### config.mk
export PLATFORM = sky130hd
export DESIGN_NAME = mem_arbiter
export DESIGN_NICKNAME = d
export VERILOG_FILES = /design/src/rtl/mem_arbiter_pkg.sv /design/src/rtl/mem_arbiter.sv
export SDC_FILE = /design/constraint.sdc
export NUM_CORES = 1
export LEC_CHECK = 0
export ABC_CLOCK_PERIOD_IN_PS = 1500
export CAP_MARGIN = 20
export CELL_PAD_IN_SITES_DETAIL_PLACEMENT = 0
export CELL_PAD_IN_SITES_GLOBAL_PLACEMENT = 1
export CORE_MARGIN = 4
export CORE_UTILIZATION = 27
export CTS_CLUSTER_SIZE = 20
export DETAILED_ROUTE_END_ITERATION = 10
export GPL_TIMING_DRIVEN = 0
export HOLD_SLACK_MARGIN = 0.05
export PLACE_DENSITY_LB_ADDON = 0.1
export SLEW_MARGIN = 20
export SYNTH_ARGS = -nofsm -noshare
export SYNTH_HDL_FRONTEND = slang
export SYNTH_SLANG_ARGS = --single-unit
export TNS_END_PERCENT = 50
### constraint.sdc
create_clock -name clk -period 1.5 [get_ports clk]
set_input_delay 0.15 -clock clk [delete_from_list [all_inputs] [get_ports clk]]
set_output_delay 0.15 -clock clk [all_outputs]
set_load 0.05 [all_outputs]
### src/rtl/mem_arbiter_pkg.sv
// Shared definitions for the memory arbiter: FSM state encoding and
// requester index constants.
package mem_arbiter_pkg;

    typedef enum logic [1:0] {
        IDLE   = 2'd0,
        ACCESS = 2'd1,
        RESP   = 2'd2
    } state_t;

    // Requester indices into req/we/ack
    localparam logic REQ_CPU = 1'b0;
    localparam logic REQ_LDR = 1'b1;

endpackage : mem_arbiter_pkg

### src/rtl/mem_arbiter.sv
// Two-port round-robin arbiter in front of a single synchronous RAM.
// One access at a time: IDLE picks and latches a winner, ACCESS strobes
// the RAM for one cycle, RESP acks the owner and returns read data.
module mem_arbiter
    import mem_arbiter_pkg::*;
#(
    parameter int ADDR_W = 8,
    parameter int DATA_W = 8
) (
    input  logic              clk,
    input  logic              rst_n,
    input  logic [1:0]        req,
    input  logic [1:0]        we,
    input  logic [ADDR_W-1:0] addr0,
    input  logic [ADDR_W-1:0] addr1,
    input  logic [DATA_W-1:0] wdata0,
    input  logic [DATA_W-1:0] wdata1,
    input  logic              load_lock,
    output logic [1:0]        ack,
    output logic [DATA_W-1:0] rdata,
    output logic              mem_en,
    output logic              mem_we,
    output logic [ADDR_W-1:0] mem_addr,
    output logic [DATA_W-1:0] mem_wdata,
    input  logic [DATA_W-1:0] mem_rdata,
    output logic              busy
);

    state_t              state_q, state_d;
    logic                owner_q, owner_d;
    logic                last_grant_q, last_grant_d;
    logic                rd_q, rd_d;
    logic [1:0]          ack_q, ack_d;
    logic                mem_en_q, mem_en_d;
    logic                mem_we_q, mem_we_d;
    logic [ADDR_W-1:0]   mem_addr_q, mem_addr_d;
    logic [DATA_W-1:0]   mem_wdata_q, mem_wdata_d;
    logic [DATA_W-1:0]   rdata_q, rdata_d;
    logic [1:0]          elig;
    logic                win;

    // Next-state logic: eligibility, round-robin pick, request latch and sequencing
    always_comb begin
        state_d      = state_q;
        owner_d      = owner_q;
        last_grant_d = last_grant_q;
        rd_d         = rd_q;
        ack_d        = 2'b00;
        mem_en_d     = 1'b0;
        mem_we_d     = mem_we_q;
        mem_addr_d   = mem_addr_q;
        mem_wdata_d  = mem_wdata_q;
        rdata_d      = rdata_q;

        // The CPU is locked out while the loader owns the program image
        elig = {req[REQ_LDR], req[REQ_CPU] & ~load_lock};
        // On contention, favour whoever did not win last time
        win  = (elig == 2'b11) ? ~last_grant_q : elig[REQ_LDR];

        case (state_q)
            IDLE: begin
                if (elig != 2'b00) begin
                    state_d      = ACCESS;
                    owner_d      = win;
                    last_grant_d = win;
                    rd_d         = ~we[win];
                    mem_en_d     = 1'b1;
                    mem_we_d     = we[win];
                    mem_addr_d   = win ? addr1 : addr0;
                    mem_wdata_d  = win ? wdata1 : wdata0;
                end
            end
            ACCESS: begin
                state_d        = RESP;
                ack_d[owner_q] = 1'b1;
            end
            RESP: begin
                if (rd_q) begin
                    rdata_d = mem_rdata;
                end
                state_d = IDLE;
            end
            default: state_d = IDLE;
        endcase
    end

    // State and output registers; reset drops any access in flight
    always_ff @(posedge clk) begin
        if (!rst_n) begin
            state_q      <= IDLE;
            owner_q      <= REQ_CPU;
            last_grant_q <= REQ_LDR;
            rd_q         <= 1'b0;
            ack_q        <= 2'b00;
            mem_en_q     <= 1'b0;
            mem_we_q     <= 1'b0;
            mem_addr_q   <= '0;
            mem_wdata_q  <= '0;
            rdata_q      <= '0;
        end else begin
            state_q      <= state_d;
            owner_q      <= owner_d;
            last_grant_q <= last_grant_d;
            rd_q         <= rd_d;
            ack_q        <= ack_d;
            mem_en_q     <= mem_en_d;
            mem_we_q     <= mem_we_d;
            mem_addr_q   <= mem_addr_d;
            mem_wdata_q  <= mem_wdata_d;
            rdata_q      <= rdata_d;
        end
    end

    assign ack       = ack_q;
    assign mem_en    = mem_en_q;
    assign mem_we    = mem_we_q;
    assign mem_addr  = mem_addr_q;
    assign mem_wdata = mem_wdata_q;
    assign busy      = (state_q != IDLE);
    // RAM data only arrives in the ack cycle, so it is passed straight
    // through then and held in rdata_q afterwards.
    assign rdata     = (state_q == RESP && rd_q) ? mem_rdata : rdata_q;

endmodule : mem_arbiter

==> out/qor_table.md, run 1 <==
| Step | Quantity | Value |
|---|---|---|
| outcome | Result of the run | completed |
| synthesis | Warnings from Yosys | 0 |
| critical path | Required time at the worst-slack endpoint | 1350 ps |
| detailed routing | Antenna viol nets, final | 0 |
| global route | Pin count of the biggest net entering global routing | 11 |
| critical path | Category of the worst setup path launch point | register |
| sta | Slew @ Worst Pin | 527 ps |
| place | Weighted congestion at the end of routability-driven global placement | 0.707 |
| sta | Setup repair after global routing missed its margin | yes |
| synthesis | Biggest area contributors in the synthesized netlist | dfxtp_1, nand2_1, mux2_4, a31oi_1, and2_1 |
| sta | Max_slew headroom | 65.0% |
| detailed routing | Per-cell via count in the routed design | 4.47 |
| critical path | Depth of the worst register-to-register path | 6 |
| sta | Clk_skew | 4.67 ps |
| cts | Clock Latency Late Sink | 280 ps |
| die | Horizontal extent of the die | 78.8 um |
| sta | Setup violations, final | 0 |
| cts | CTS Buffer Depth | 2 |
| place | Quantity of I/O buffers inserted on ports | 75 |
| critical path | Slowest cell delay on critical path | 360 ps |
| critical path | Largest delay contributor family on the critical path | multiplexers |
| global route | Met2 usage in global routing | 23.0% |
| final layout | Total number of nets in the final design | 280 |
| detailed routing | DRT Wirelength | 4020 um |
| hold path | Hold-critical path depth | 1 |
| cts | Clock tree from TritonCTS | built |
| job | # Max-Cap Violations | 0 |
| place | Placed Area | 2190 um2 |
| detailed routing | Remaining routing DRC violations | 0 |
| global route | Number of antenna violations at the first check in global routing | 0 |
| sta | Crit path time final | 1490 ps |
| global route | Wire length of the first global-routing pass | 6600 um |
| global route | Met3 GRT Util | 6.12% |
| cts | H-tree Lvls | 2 |
| hold path | Hold WC Path Type | reg -> reg |
| global route | Vias in the first global route | 1422 |
| final layout | Fraction of final layout cells sized beyond drive strength 1 | 17.2% |
| global route | Grt ovf | 0 |
| critical path | Crit. End Element | output pin |
| final layout | Area growth from synthesis to final layout | 70.0% |
| critical path | Path length in cells of the critical path | 3 |
| die | Placement Rows | 25 |
| synthesis | Part of the Yosys area used for sequential elements | 48.8% |
| global route | Overall fraction of global-route tracks in use | 13.6% |
| global route | Met1 usage | 15.3% |
| sta | Maximum achievable frequency | 0.670 GHz |
| synthesis | Number of synthesized register bits | 33 |
| critical path | Class of the most critical setup path | reg -> out |
| cts | Sink count of the clock tree | 33 |
| die | Chip height | 78.8 um |
| cts | CTS root buffer | clkbuf_8 |
| critical path | Number of buffers and inverters on the critical path | 1 |
| synthesis | Cells after synthesis | 147 |
| synthesis | Area fraction of the dominant cell type after synthesis | 48.8% |
| pwr | Leakage | 1.06 nW |
| synthesis | Cell area after synthesis | 1350 um2 |
| synthesis | Count of different cell masters after synthesis | 25 |
| place | DP Worst Slack | -291 ps |
| final layout | Number of diodes | 0 |
| die | Die Area | 6210 um2 |
| final layout | Post-route cell area | 2300 um2 |
| global route | Peak-usage layer in the global routing report | met2 |
| pwr | Largest vdd supply drop | 0.433 mV |
| synthesis | Synthesized area per cell | 9.21 um2 |
| synthesis | Post-synthesis net count | 194 |
| sta | Setup slack after layout | 6.71 ps |
| critical path | Slowest cell on crit path | mux2_4 |
| critical path | Worst-path maximum fanout | 8 |
| cts | Clock buffer count from CTS | 5 |
| sta | Period Utilization, post-route | 99.6% |
| pwr | Power density over the cells | 1000 nW/um2 |
| die | Starting density of the core | 28.3% |
| critical path | Arrival time at the worst endpoint | 1340 ps |
| place | HPWL Detailed | 2990 um |
| detailed routing | WL/cell | 13.4 um |
| detailed routing | Initial DRC count | 50 |
| die | Standard cell core area | 4790 um2 |
| pwr | Power after layout | 2.30 mW |
| cts | Clock-pin transition on the worst setup and hold timing paths | 60 ps |
| critical path | Cell breakdown of the critical path | nand3b_4 -> mux2_4 -> buf_8 |
| detailed routing | First drt pass iteration count | 4 |
| sta | Number of slew-limit violations in the final report | 0 |
| detailed routing | Routed via count | 1342 |
| sta | Final Hold Vio Count | 0 |
| synthesis | Largest area contributor in the synthesized netlist | dfxtp_1 |
| die | Number of top-level pins | 76 |
-- cell usage in the layout (no fill, tap or decap), types with 8 or more instances in the layout --
cell type / netlist / layout
o21ai_1: 9 / 9
clkdlybuf4s50_1: 0 / 46
mux2_4: 8 / 8
dfxtp_1: 33 / 30
o21ai_0: 8 / 8
buf_6: 2 / 9
dlygate4sd2_1: 0 / 20
nand2_1: 34 / 34
a31oi_1: 16 / 16
and2_1: 12 / 12
-- worst reg2reg max path: stages (launching register included) --
cell	delay, ps
dfxtp_2	320
buf_4	120
nor2_1	140
o21a_2	200
buf_6	140
clkbuf_4	220
a31oi_1	100
-- cell type report --
| class | count | area (um2) |
|---|---|---|
| timing repair buffer | 79 | 771 |
| tap | 67 | 83.8 |
| buffer | 10 | 63.8 |
| inverter | 1 | 3.75 |
| clock buffer | 7 | 86.3 |
| sequential | 33 | 664 |
| multi-input combinational | 103 | 628 |
| fill | 485 | 2480 |
-- cell families after synthesis --
family | count (synthesis) | share of synthesized area [%]
muxes | 9 | 9.61
DFF | 33 | 48.8
and+or+nand+nor | 57 | 20.9
buffers and inverters | 11 | 4.81
AOI/OAI and AO/OA | 37 | 15.9
-- metal layers --
layer | share of wire, % | vias to the layer above
met1 | 42 | 615
met4 | 1.0 | 0
met5 | 0 | -
met2 | 48 | 52
met3 | 9.4 | 6
li1 | - | 669
-- power by group --
group          switching (mW)  internal [mW]
Sequential             0.0342          0.947
Combinational           0.390          0.260
Clock                   0.305          0.364
Total                   0.730           1.57
-- synth_stat cells, drive strengths merged --
cell,instances
nand2,35
dfxtp,33
o21ai,17
a31oi,16
and2,12
mux2,8
buf,7
clkbuf,3
nand2b,2
nand3b,2
nor2,2
nor2b,2
a21boi,1
a21oi,1
a31o,1
and3b,1
inv,1
mux2i,1
nand3,1
o21a,1
-- path summary, 6_finish.rpt --
check	from	to	slack [ps]
setup / recovery	state_q[0]$_SDFFE_PN0P_	rdata[0]	7
hold reg to reg	owner_q$_SDFFE_PN0P_	ack[0]$_SDFF_PN0_	440
setup reg to reg	state_q[0]$_SDFFE_PN0P_	mem_wdata[3]$_SDFFE_PN0P_	150
hold / removal	owner_q$_SDFFE_PN0P_	ack[0]$_SDFF_PN0_	440
-- per-stage QoR --
stage          hold slack [ps]  utilization [%]  setup TNS (ps)  cells
3_3_place_gp               435             45.7           -3700    289
6_report                   438             48.1               0    300
4_1_cts                    431             47.6           -90.4    297
5_1_grt                    439             48.1            -388    300
2_1_floorplan              295                -               0    147
3_5_place_dp               437             45.7           -4310    289
-- timing repair --
action,in CTS,in global routing
setup endpoints to repair,29,10
hold endpoints to repair,0,0
setup buffers,1,3
resized for setup,83,1
hold buffers,0,0
pin swaps,1,0
-- registers in the layout, summed over array words and instances, names as in the netlist --
| register | count |
|---|---|
| ack | 2 |
| owner_q | 1 |
| mem_addr | 8 |
| rd_q | 1 |
| last_grant_q | 1 |
| mem_en | 1 |
| mem_wdata | 8 |
| state_q | 2 |
| mem_we | 1 |
| rdata_q | 8 |
(Power assumes the default switching activity.)
==> run 2, diff against run 1 <==
==> constraint.sdc (replaced) <==
create_clock -name clk -period 1.5 [get_ports clk]
set_input_delay 0.45 -clock clk [delete_from_list [all_inputs] [get_ports clk]]
set_output_delay 0.45 -clock clk [all_outputs]
set_load 0.05 [all_outputs]
==> out/qor_table.md, run 2 (same netlist as run 1, synthesis figures left out) <==
| Step | Quantity | Value |
|---|---|---|
| outcome | Result of the run | finished with violations |
| outcome | Failing checks | setup timing |
| sta | Crit path time final | 1800 ps |
| detailed routing | Antenna viol nets, final | 0 |
| sta | Clk_skew | 5.22 ps |
| sta | Slew @ Worst Pin | 294 ps |
| cts | Clock Latency Late Sink | 280 ps |
| cts | CTS root buffer | clkbuf_8 |
| critical path | Depth of the worst register-to-register path | 4 |
| global route | Wire length of the first global-routing pass | 6670 um |
| sta | Worst-case hold slack | 441 ps |
| final layout | Final cell count without fillers | 302 |
| cts | Clock-pin transition on the worst setup and hold timing paths | 60 ps |
| place | Total placed cells including tap cells | 289 |
| critical path | Slowest cell on crit path | mux2_4 |
| sta | Number of slew-limit violations in the final report | 0 |
| global route | Overall fraction of global-route tracks in use | 13.8% |
| global route | Pin count of the biggest net entering global routing | 11 |
| critical path | Crit. End Element | output pin |
| pwr | Leakage | 1.06 nW |
| final layout | Sequential standard cell area | 664 um2 |
| hold path | Hold-critical path depth | 1 |
| final layout | Area of the multi-input gates | 636 um2 |
| detailed routing | WL/cell | 13.7 um |
| place | HPWL Detailed | 2990 um |
| global route | Number of antenna violations at the first check in global routing | 0 |
| detailed routing | First drt pass iteration count | 4 |
| die | Chip height | 78.8 um |
| detailed routing | Initial DRC count | 42 |
| place | Quantity of I/O buffers inserted on ports | 75 |
| sta | Period Utilization, post-route | 120% |
| job | # Max-Cap Violations | 0 |
| critical path | Required time at the worst-slack endpoint | 1050 ps |
| cts | Sink count of the clock tree | 33 |
| die | Standard cell core area | 4790 um2 |
| hold path | Hold WC Path Type | reg -> reg |
| critical path | Number of buffers and inverters on the critical path | 1 |
| final layout | Fraction of final layout cells sized beyond drive strength 1 | 28.1% |
| critical path | Worst-path maximum fanout | 8 |
| cts | H-tree Lvls | 2 |
| detailed routing | Per-cell via count in the routed design | 4.49 |
| cts | Clock buffer count from CTS | 5 |
| sta | Setup tns final | -2380 ps |
| cts | Count of hold buffers inserted by post-cts repair | 0 |
| die | Starting density of the core | 28.3% |
| sta | Max_slew headroom | 80.5% |
| critical path | Arrival time at the worst endpoint | 1350 ps |
| critical path | Largest delay contributor family on the critical path | multiplexers |
| critical path | Critical register-to-register path endpoint | rdata_q[0]$_SDFFE_PN0N_ |
| pwr | Power after layout | 2.35 mW |
| die | Die Area | 6210 um2 |
| final layout | Total number of nets in the final design | 282 |
| sta | Final Hold Vio Count | 0 |
| hold path | Worst hold endpoint | ack[0]$_SDFF_PN0_ |
| global route | Grt ovf | 0 |
| detailed routing | Routed via count | 1356 |
| final layout | Area growth from synthesis to final layout | 78.1% |
| sta | Setup slack after layout | -302 ps |
| die | Horizontal extent of the die | 78.8 um |
| sta | Setup violations, final | 8 |
| critical path | Internal reg-to-reg setup slack | 210 ps |
| die | Placement Rows | 25 |
| sta | Maximum achievable frequency | 0.555 GHz |
| final layout | Final standard cell utilization of the core | 50.4% |
| cts | Clock tree from TritonCTS | built |
| hold path | Worst hold start | owner_q$_SDFFE_PN0P_ |
| die | Number of top-level pins | 76 |
| critical path | Class of the most critical setup path | reg -> out |
| final layout | Number of filler cells placed in the layout | 471 |
| pwr | Largest vdd supply drop | 0.398 mV |
| critical path | Path length in cells of the critical path | 3 |
| pwr | Power density over the cells | 975 nW/um2 |
| detailed routing | Remaining routing DRC violations | 0 |
| detailed routing | DRT Wirelength | 4150 um |
| critical path | Cell breakdown of the critical path | nand3b_4 -> mux2_4 -> buf_8 |
| final layout | Most common cell after layout, fill and taps aside | clkdlybuf4s50_1 |
| sta | Setup repair after global routing missed its margin | yes |
| cts | CTS Buffer Depth | 2 |
| critical path | Critical register-to-register path startpoint | state_q[0]$_SDFFE_PN0P_ |
| critical path | Slowest cell delay on critical path | 360 ps |
| final layout | Number of diodes | 0 |
| critical path | Category of the worst setup path launch point | register |
| final layout | Commonest cells after routing, fill and taps aside | clkdlybuf4s50_1, nand2_1, dfxtp_1, clkdlybuf4s15_2, a31oi_1 |
| global route | Vias in the first global route | 1435 |
| place | Weighted congestion at the end of routability-driven global placement | 0.707 |
[run 2: cell count changes in the layout (fill, tap and decap cells not counted), moves of 2 or more]
cell / previous run / this run
dlymetal6s2s_1: 0 / 3
buf_4: 5 / 7
clkdlybuf4s50_1: 46 / 43
clkdlybuf4s15_2: 1 / 19
dlygate4sd2_1: 20 / 0
clkbuf_1: 4 / 1
clkbuf_2: 0 / 3
[run 2: what timing repair did]
| item | in CTS | in global routing |
|---|---|---|
| gates resized for setup | 132 | 9 |
| endpoints found under the setup margin | 51 | 25 |
| gates cloned | 0 | 1 |
| pin swaps | 1 | 3 |
| setup buffers | 0 | 5 |
[run 2: worst register-to-register path: cells and delay by family (launching register included)]
family        cells  cell delay (ps)
flops             1              320
mux               1              360
simple gates      2              380
buf+inv           1              130
[run 2: final cells by class]
cell class / instances / share of cell area [%]
Buffer: 10 / 3.48
Clock buffer: 7 / 3.58
Inverter: 1 / 0.156
Multi-Input combinational cell: 103 / 26.4
Sequential cell: 33 / 27.6
Tap cell: 67 / 3.48
Timing Repair Buffer: 81 / 35.4
[run 2: worst max-delay path by stage]
| stage | from | endpoint |
|---|---|---|
| final | state_q[0]$_SDFFE_PN0P_ | rdata[0] |
| after floorplan | state_q[1]$_SDFFE_PN0P_ | rdata[0] |
| after global routing | state_q[0]$_SDFFE_PN0P_ | rdata[0] |
| after CTS | state_q[0]$_SDFFE_PN0P_ | rdata[0] |
| after global placement | mem_rdata[6] | rdata[6] |
| after detailed placement | mem_rdata[1] | rdata[1] |
[run 2: power breakdown]
part | total (mW) | internal (mW) | switching (mW)
Combinational | 0.697 | 0.300 | 0.397
Sequential | 0.984 | 0.947 | 0.0370
Clock | 0.671 | 0.364 | 0.307
[run 2: per-layer routing]
| layer | vias up | GRT usage, % | part of all wire, % |
|---|---|---|---|
| met2 | 50 | 22.8 | 48 |
| met1 | 626 | 15.8 | 42 |
| li1 | 674 | - | - |
| met5 | - | 0 | 0 |
| met4 | 0 | 4.64 | 1.0 |
| met3 | 6 | 6.24 | 9.0 |
[run 2: metrics by stage]
step,instance area (um2),setup WS [ps]
2_1_floorplan,1350,110
3_3_place_gp,2190,-798
3_5_place_dp,2190,-819
4_1_cts,2330,-325
5_1_grt,2410,-363
6_report,2410,-302
